### config.mk
export PLATFORM = sky130hd
export DESIGN_NAME = serial_tx_arb
export DESIGN_NICKNAME = d
export VERILOG_FILES = /design/src/rtl/serial_tx_arb.sv
export SDC_FILE = /design/constraint.sdc
export NUM_CORES = 1
export LEC_CHECK = 0
export ABC_AREA = 1
export CAP_MARGIN = 40
export CORE_MARGIN = 3
export CORE_UTILIZATION = 45
export CTS_CLUSTER_SIZE = 14
export DETAILED_ROUTE_END_ITERATION = 16
export GPL_TIMING_DRIVEN = 0
export PLACE_DENSITY = 0.76
export SYNTH_ARGS = -nofsm -noshare
export SYNTH_HDL_FRONTEND = slang
export SYNTH_SLANG_ARGS = --single-unit
### constraint.sdc
create_clock -name clk -period 3.2 [get_ports clk]
set_input_delay 0.96 -clock clk [delete_from_list [all_inputs] [get_ports clk]]
set_output_delay 0.96 -clock clk [all_outputs]
set_load 0.005 [all_outputs]
### src/rtl/serial_tx_arb.sv
// Round-robin arbiter that feeds bytes from NUM_REQ requesters to one serial transmitter.
// A grant stays locked for a whole packet. It is released early on a lock timeout or a missing ack.
module serial_tx_arb #(
    parameter int NUM_REQ      = 4,
    parameter int LOCK_TIMEOUT = 1024
) (
    input  logic                 clk,
    input  logic                 rst,
    input  logic [NUM_REQ-1:0]   req_valid,
    input  logic [8*NUM_REQ-1:0] req_data,
    input  logic [NUM_REQ-1:0]   req_last,
    output logic [NUM_REQ-1:0]   req_ready,
    output logic [7:0]           ser_data_out,
    output logic                 ser_out_en,
    input  logic                 ser_out_rdy,
    output logic [2:0]           grant_id,
    output logic                 grant_valid,
    output logic                 lock_timeout,
    output logic                 ser_err
);

    localparam int LCW = $clog2(LOCK_TIMEOUT + 1);

    typedef enum logic [1:0] {ARB, SEND, WAIT_BUSY, WAIT_DONE} state_t;

    state_t             state, state_n;
    logic [2:0]         last_grant, last_grant_n;
    logic [2:0]         grant_id_n;
    logic               grant_valid_n;
    logic [7:0]         data_n;
    logic               en_n;
    logic [NUM_REQ-1:0] ready_n;
    logic               to_n, err_n;
    logic [LCW-1:0]     lock_cnt, lock_cnt_n;
    logic [1:0]         busy_cnt, busy_cnt_n;
    logic               last_q, last_q_n;

    // Requester lanes widened to 8 so that a 3-bit grant index never goes out of range.
    logic [7:0] valid8, last8;
    logic [7:0] data8 [8];

    for (genvar i = 0; i < 8; i++) begin : g_lane
        if (i < NUM_REQ) begin : g_on
            assign valid8[i] = req_valid[i];
            assign last8[i]  = req_last[i];
            assign data8[i]  = req_data[8*i +: 8];
        end else begin : g_off
            assign valid8[i] = 1'b0;
            assign last8[i]  = 1'b0;
            assign data8[i]  = 8'h00;
        end
    end

    // Round-robin pick. The loop runs from the farthest offset down to the nearest, so the nearest valid requester wins.
    logic [2:0] pick;
    logic       pick_ok;
    logic [3:0] rr_idx;

    always_comb begin
        pick    = '0;
        pick_ok = 1'b0;
        rr_idx  = '0;
        for (int k = NUM_REQ; k >= 1; k--) begin
            rr_idx = {1'b0, last_grant} + 4'(k);
            if (rr_idx >= 4'(NUM_REQ))
                rr_idx = rr_idx - 4'(NUM_REQ);
            if (valid8[rr_idx[2:0]]) begin
                pick    = rr_idx[2:0];
                pick_ok = 1'b1;
            end
        end
    end

    always_comb begin
        state_n       = state;
        grant_id_n    = grant_id;
        grant_valid_n = grant_valid;
        last_grant_n  = last_grant;
        data_n        = ser_data_out;
        en_n          = 1'b0;
        ready_n       = '0;
        to_n          = 1'b0;
        err_n         = 1'b0;
        lock_cnt_n    = lock_cnt;
        busy_cnt_n    = busy_cnt;
        last_q_n      = last_q;
        case (state)
            ARB: begin
                grant_valid_n = 1'b0;
                lock_cnt_n    = '0;
                if (pick_ok) begin
                    grant_id_n    = pick;
                    grant_valid_n = 1'b1;
                    state_n       = SEND;
                end
            end
            SEND: begin
                if (valid8[grant_id]) begin
                    lock_cnt_n = '0;
                    if (ser_out_rdy) begin
                        data_n   = data8[grant_id];
                        en_n     = 1'b1;
                        last_q_n = last8[grant_id];
                        for (int i = 0; i < NUM_REQ; i++)
                            ready_n[i] = (grant_id == 3'(i));
                        busy_cnt_n = '0;
                        state_n    = WAIT_BUSY;
                    end
                end else if (lock_cnt == LCW'(LOCK_TIMEOUT - 1)) begin
                    to_n          = 1'b1;
                    grant_valid_n = 1'b0;
                    last_grant_n  = grant_id;
                    lock_cnt_n    = '0;
                    state_n       = ARB;
                end else begin
                    lock_cnt_n = lock_cnt + LCW'(1);
                end
            end
            WAIT_BUSY: begin
                if (!ser_out_rdy) begin
                    state_n = WAIT_DONE;
                end else if (busy_cnt == 2'd3) begin
                    // The controller never took the strobe, so give up on this grant.
                    err_n         = 1'b1;
                    grant_valid_n = 1'b0;
                    last_grant_n  = grant_id;
                    state_n       = ARB;
                end else begin
                    busy_cnt_n = busy_cnt + 2'd1;
                end
            end
            WAIT_DONE: begin
                if (ser_out_rdy) begin
                    if (last_q) begin
                        grant_valid_n = 1'b0;
                        last_grant_n  = grant_id;
                        state_n       = ARB;
                    end else begin
                        state_n = SEND;
                    end
                end
            end
            default: state_n = ARB;
        endcase
    end

    always_ff @(posedge clk) begin
        if (rst) begin
            state        <= ARB;
            last_grant   <= 3'(NUM_REQ - 1);
            grant_id     <= '0;
            grant_valid  <= 1'b0;
            ser_data_out <= '0;
            ser_out_en   <= 1'b0;
            req_ready    <= '0;
            lock_timeout <= 1'b0;
            ser_err      <= 1'b0;
            lock_cnt     <= '0;
            busy_cnt     <= '0;
            last_q       <= 1'b0;
        end else begin
            state        <= state_n;
            last_grant   <= last_grant_n;
            grant_id     <= grant_id_n;
            grant_valid  <= grant_valid_n;
            ser_data_out <= data_n;
            ser_out_en   <= en_n;
            req_ready    <= ready_n;
            lock_timeout <= to_n;
            ser_err      <= err_n;
            lock_cnt     <= lock_cnt_n;
            busy_cnt     <= busy_cnt_n;
            last_q       <= last_q_n;
        end
    end

endmodule

==> results of run 1 <==
-- cells in the mapped netlist (2+ instances only) --
cell type	instances	area, um^2
sky130_fd_sc_hd__nand2_1	126	473.0
sky130_fd_sc_hd__dfxtp_1	38	760.7
sky130_fd_sc_hd__nor2_1	30	112.6
sky130_fd_sc_hd__inv_1	29	108.9
sky130_fd_sc_hd__nand3_1	29	145.1
sky130_fd_sc_hd__nand4_1	15	93.84
sky130_fd_sc_hd__a21oi_1	14	70.07
sky130_fd_sc_hd__o21ai_0	10	50.05
sky130_fd_sc_hd__xor2_1	5	43.79
sky130_fd_sc_hd__ha_1	4	50.05
sky130_fd_sc_hd__inv_2	4	15.01
sky130_fd_sc_hd__nor3_1	4	20.02
sky130_fd_sc_hd__buf_6	3	33.78
sky130_fd_sc_hd__clkinv_1	3	11.26
sky130_fd_sc_hd__nand2_2	3	18.77
sky130_fd_sc_hd__nor2_2	3	18.77
sky130_fd_sc_hd__buf_4	2	15.01
sky130_fd_sc_hd__nor4_1	2	12.51
sky130_fd_sc_hd__xnor2_1	2	17.52
-- flip-flops by register name (all words and copies together) (netlist names) --
register	cells
state	2
req_ready	4
grant_valid	1
ser_out_en	1
lock_cnt	11
grant_id	3
last_grant	3
last_q	1
ser_err	1
lock_timeout	1
busy_cnt	2
ser_data_out	8
-- power groups by stage --
stage	Combinational, mW	Clock (mW)	Sequential (mW)
after CTS	1.13	0.354	0.604
after global placement	1.11	0	0.611
after global routing	1.29	0.380	0.617
after floorplan	0.824	0	0.607
after detailed placement	1.13	0	0.614
final	1.13	0.345	0.604
-- path summary, 6_finish.rpt --
kind                                startpoint                            to  slack [ps]  cells after the start
setup / recovery                   ser_out_rdy    last_grant[2]$_SDFFE_PP0P_         900                      8
hold / removal    ser_data_out[6]$_SDFFE_PP0P_  ser_data_out[6]$_SDFFE_PP0P_         450                      2
setup reg to reg    last_grant[0]$_SDFFE_PP1P_      grant_id[2]$_SDFFE_PP0P_        1450                     10
hold reg to reg   ser_data_out[6]$_SDFFE_PP0P_  ser_data_out[6]$_SDFFE_PP0P_         450                      2
-- worst max-delay path: stages --
cell                              delay [ps]
sky130_fd_sc_hd__clkdlybuf4s50_1         650
sky130_fd_sc_hd__inv_1                   130
sky130_fd_sc_hd__nand2_1                 120
sky130_fd_sc_hd__nand2_1                  60
sky130_fd_sc_hd__nor2_1                  130
sky130_fd_sc_hd__nand4_1                 220
sky130_fd_sc_hd__nor2_1                  160
sky130_fd_sc_hd__nor2_1                   60
-- layout make-up --
| type | instances | area [um^2] |
|---|---|---|
| inverters | 37 | 141.4 |
| repair buffers | 61 | 610.6 |
| well taps | 65 | 81.33 |
| flip-flops and latches | 38 | 760.7 |
| fillers | 409 | 1546 |
| clock inverters | 2 | 12.51 |
| plain buffers | 6 | 53.80 |
| multi-input cells | 258 | 1245 |
| clock buffers | 6 | 82.58 |
-- per-layer routing --
| metal | global-route usage | wire length [um] | vias to the layer above |
|---|---|---|---|
| li1 | - | - | 1223 |
| met1 | 0.2469 | 2582 | 1035 |
| met2 | 0.3174 | 2395 | 73 |
| met3 | 0.06161 | 360 | 7 |
| met4 | 0.06884 | 75 | 0 |
| met5 | 0 | 0 | - |
-- stage by stage --
stage | std cells | hold slack, ps | setup slack, ps | area [um^2] | util
detailed placement | 465 | 443.5 | 624.2 | 2893 | 0.6380
CTS | 473 | 457.0 | 925.3 | 2988 | 0.6589
global route | 473 | 481.1 | 753.9 | 2988 | 0.6589
finish | 473 | 454.3 | 903.6 | 2988 | 0.6589
floorplan | 339 | 423.9 | 1462 | 2201 | -
global placement | 465 | 437.9 | 672.5 | 2893 | 0.6380
-- logic make-up after synthesis --
family | share of synthesized area
and+or+nand+nor | 0.4480
buffers and inverters | 0.08868
DFF | 0.3457
AOI/OAI and AO/OA | 0.06709
xor gates and xnor gates | 0.02786
adders and majority gates | 0.02274
==> run summary, run 1 <==
### Run status
- run status: completed

### Power and ir drop
- Pwr Total: 2.079 mW
- Internal: 1.157 mW
- net switching power of the design: 921.8 uW
- Peak supply drop: 0.3178 mV
- fraction of power spent switching nets: 0.4433
- reported leakage power: 1.297 nW
- power share of the clock group: 0.166
- pwr/cell area: 695.9 mW/mm^2
- share of power burned in combinational logic: 0.544
- sequential cell fraction of total power: 0.290

### Worst setup path
- type of element capturing the critical path: flip-flop
- data arrival time of the worst path: 2490 ps
- CP startpoint kind: primary input
- Critical Path RT: 3390 ps
- Setup Crit Path Kind: in -> reg
- critical-path maximum fanout: 6

### Layout
- fraction of final layout cells sized beyond drive strength 1: 0.07843
- most common cell after layout, fill and taps aside: sky130_fd_sc_hd__nand2_1
- Antenna Cells: 0
- final-stage net count: 454
- area growth from synthesis to layout: 35.76%
- commonest cells after routing, fill and taps aside: sky130_fd_sc_hd__nand2_1, sky130_fd_sc_hd__clkdlybuf4s50_1, sky130_fd_sc_hd__dfxtp_1

### Floorplanning
- Placement Rows: 24
- core outline area: 0.004534 mm^2
- Die Span X: 75.94 um
- Top-Level Pins: 62
- area of the die: 0.005766 mm^2
- Die Y-Extent: 75.94 um
- starting utilization of the core area: 0.4854

### Timing
- clk_skew: 6.085 ps
- Final Max Slew Viols: 0
- minimum clock period: 2296 ps
- part of the cycle the worst path needs: 0.7176
- hold violation total from the final report: 0
- Max-slew headroom: 0.7863
- sum of negative setup slack: 0 ps
- unrepaired setup endpoints after global routing: no
- Least-Margin Pin Slew: 319.6 ps
- fmax: 435.5 MHz
- total of endpoints with negative setup slack in the final report: 0

### Synthesis
- Unique masters post-synth: 32
- number of synthesized flops with an enable pin: 0
- fraction of registers with async set/reset: 0
- Syn Std Cell Area: 0.002201 mm^2
- Yosys reg bits: 38
- Seq/Total Area, Yosys: 0.3457
- Warnings, synthesis: 0
- net count after synthesis: 386
- Primary FF master, synth: sky130_fd_sc_hd__dfxtp_1
- mean instance size in the synthesized netlist: 6.492 um^2
- Syn Inst Count: 339

### Clock network
- TritonCTS buffer count: 5
- register clock-pin slew on the reported worst setup and hold paths: 80 ps
- CTS H-Tree Depth: 2
- setup fix buffers added after clock tree synthesis: 0
- CTS max path bufs: 2
- cell at the root of the clock tree: sky130_fd_sc_hd__clkbuf_8
- hold buffers post-CTS: 0
- number of gates resized after CTS: 0
- clock insertion delay at the later pin of the skew report: 290 ps
- CTS tree: done
- Sinks on Clock Net: 38

### Detailed routing
- Pre-Repair DR Iteration Count: 4
- vias post-DR: 2338
- number of DRC markers in iteration 0: 197
- post-detailed-route wirelength per cell: 11.44 um
- average vias per placed instance: 4.943
- Remaining DRCs: 0
- post-route antenna net violation count: 0
- post-detailed-routing wire length: 5413 um

### Global route
- global-route congestion overflow total: 0
- initial antenna violation count: 0
- first-pass GRT wire length: 9459 um
- vias in the first global route: 2222
- global-route usage over all layers: 0.1964
- pin count of the biggest net entering global routing: 13

### Job
- total of max-cap violations: 0

### Place
- PortBufs: 61
- half-perimeter wire length after detailed placement: 4294 um
- routability congestion estimate: 0.9444

### Worst hold path
- HP Class: reg -> reg

Power figures use the tool's default switching activity.
==> inputs of run 2 (changes only) <==
- CORE_UTILIZATION: 45 -> 43
- clock period: 3.2 -> 2.1 ns (I/O delays scaled with it)
==> run summary, run 2 (same netlist as run 1, synthesis figures left out) <==
### Worst setup path
- buffers plus inverters on the worst setup path: 1
- Setup Crit Path Kind: reg -> out
- type of element capturing the critical path: output port
- Slowest Stage Delay on Critical Path: 570 ps
- critical-path maximum fanout: 4
- CP startpoint kind: flip-flop
- data arrival time of the worst path: 1330 ps
- critical path cell sequence: clkdlybuf4s50_1
- slowest cell on the critical path: sky130_fd_sc_hd__clkdlybuf4s50_1
- Critical Path RT: 1470 ps
- top cell family by delay on the critical path: buffers and inverters

### Worst hold path
- HP Class: reg -> reg

### Floorplanning
- Placement Rows: 25
- area of the die: 0.006012 mm^2
- Die Span X: 77.54 um
- starting utilization of the core area: 0.4539
- Die Y-Extent: 77.54 um
- Top-Level Pins: 62
- core outline area: 0.004848 mm^2

### Layout
- register ranked first by flip-flop count: lock_cnt
- commonest cells after routing, fill and taps aside: sky130_fd_sc_hd__nand2_1, sky130_fd_sc_hd__clkdlybuf4s50_1, sky130_fd_sc_hd__dfxtp_1
- fraction of final layout cells sized beyond drive strength 1: 0.07843
- number of flip-flops under the largest register name: 11
- sequential cell area in the final layout: 760.7 um^2
- most common cell after layout, fill and taps aside: sky130_fd_sc_hd__nand2_1
- area growth from synthesis to layout: 35.65%
- Antenna Cells: 0
- number of fill cells in the layout: 460
- total area of multi-input combinational cells: 0.001245 mm^2
- final-stage net count: 454
- largest registers in the final layout: lock_cnt (11), ser_data_out (8), req_ready (4)

### Timing
- minimum hold slack: 446.6 ps
- part of the cycle the worst path needs: 0.9335
- Final Max Slew Viols: 0
- Least-Margin Pin Slew: 362.7 ps
- fmax: 510.1 MHz
- hold violation total from the final report: 0
- Max-slew headroom: 0.7573
- total of endpoints with negative setup slack in the final report: 0
- minimum clock period: 1960 ps
- clk_skew: 9.306 ps
- unrepaired setup endpoints after global routing: no
- sum of negative setup slack: 0 ps

### Detailed routing
- met3 wire len: 387 um
- post-detailed-routing wire length: 5423 um
- Pre-Repair DR Iteration Count: 4
- post-detailed-route wirelength per cell: 11.42 um
- number of DRC markers in iteration 0: 161
- met1 routed wirelength after detailed routing: 2593 um
- total length of routed met2 wires: 2376 um
- vias post-DR: 2316
- average vias per placed instance: 4.876
- Remaining DRCs: 0
- uppermost routed layer: met4
- post-route antenna net violation count: 0

### Global route
- first-pass GRT wire length: 9315 um
- initial antenna violation count: 0
- pin count of the biggest net entering global routing: 14
- global-route usage over all layers: 0.1903
- global-route congestion overflow total: 0
- vias in the first global route: 2152

### Power and ir drop
- reported leakage power: 1.294 nW
- Peak supply drop: 0.6706 mV
- Pwr Total: 3.160 mW
- pwr/cell area: 1058 mW/mm^2

### Clock network
- hold buffers post-CTS: 0
- clock insertion delay at the later pin of the skew report: 300 ps
- CTS tree: done
- setup fix buffers added after clock tree synthesis: 0
- register clock-pin slew on the reported worst setup and hold paths: 80 ps
- TritonCTS buffer count: 5
- cell at the root of the clock tree: sky130_fd_sc_hd__clkbuf_8
- Sinks on Clock Net: 38
- CTS H-Tree Depth: 2
- number of gates resized after CTS: 0
- CTS max path bufs: 2

### Place
- routability congestion estimate: 0.8567
- PortBufs: 61
- half-perimeter wire length after detailed placement: 4348 um

### Job
- total of max-cap violations: 0

### Run status
- run status: completed

## run 2: cell count changes in the layout (fill, tap and decap cells not counted)
cell	delta
sky130_fd_sc_hd__clkbuf_8	-1
sky130_fd_sc_hd__clkinv_4	+1
## run 2: path summary, 6_finish.rpt
check,startpoint,to,slack (ps),cells after the start
worst max-delay path,grant_id[2]$_SDFFE_PP0P_,grant_id[2],140,1
worst min-delay path,ser_data_out[4]$_SDFFE_PP0P_,ser_data_out[4]$_SDFFE_PP0P_,450,2
worst max register to register,last_grant[0]$_SDFFE_PP1P_,grant_id[0]$_SDFFE_PP0P_,280,11
worst min register to register,ser_data_out[4]$_SDFFE_PP0P_,ser_data_out[4]$_SDFFE_PP0P_,450,2
## run 2: final cells by class
cell class / instances / area share
sequential: 38 / 0.2548
multi-input combinational: 258 / 0.4170
inverter: 37 / 0.04736
timing repair buffer: 61 / 0.2045
clock buffer: 5 / 0.02305
clock inverter: 3 / 0.007125
buffer: 6 / 0.01802
tap: 67 / 0.02808
## run 2: tightest hold or removal path, stage by stage, from the launching register on
cell and delay [ps]:
sky130_fd_sc_hd__dfxtp_1 320, sky130_fd_sc_hd__inv_1 50, sky130_fd_sc_hd__a21oi_1 50
## run 2: per-layer routing
metal	vias to the layer above	GRT usage
li1	1224	-
met4	0	0.05872
met5	-	0
met2	62	0.3048
met1	1024	0.2405
met3	6	0.06497
## run 2: power breakdown
part | switching [mW] | internal, mW | total [mW] | leakage [nW]
clock | 0.273 | 0.233 | 0.506 | 0.0441
sequential | 0.0864 | 0.833 | 0.919 | 0.309
combinational | 1.07 | 0.667 | 1.73 | 0.942
## run 2: stage by stage
stage / worst slack, ps / instances / area, um^2 / utilization
CTS: 142.5 / 475 / 2985 / 0.6157
global placement: -112.1 / 467 / 2895 / 0.5972
detailed placement: -104.9 / 467 / 2895 / 0.5972
global route: 8.423 / 475 / 2985 / 0.6157
finish: 139.6 / 475 / 2985 / 0.6157
floorplan: 546.5 / 339 / 2201 / -
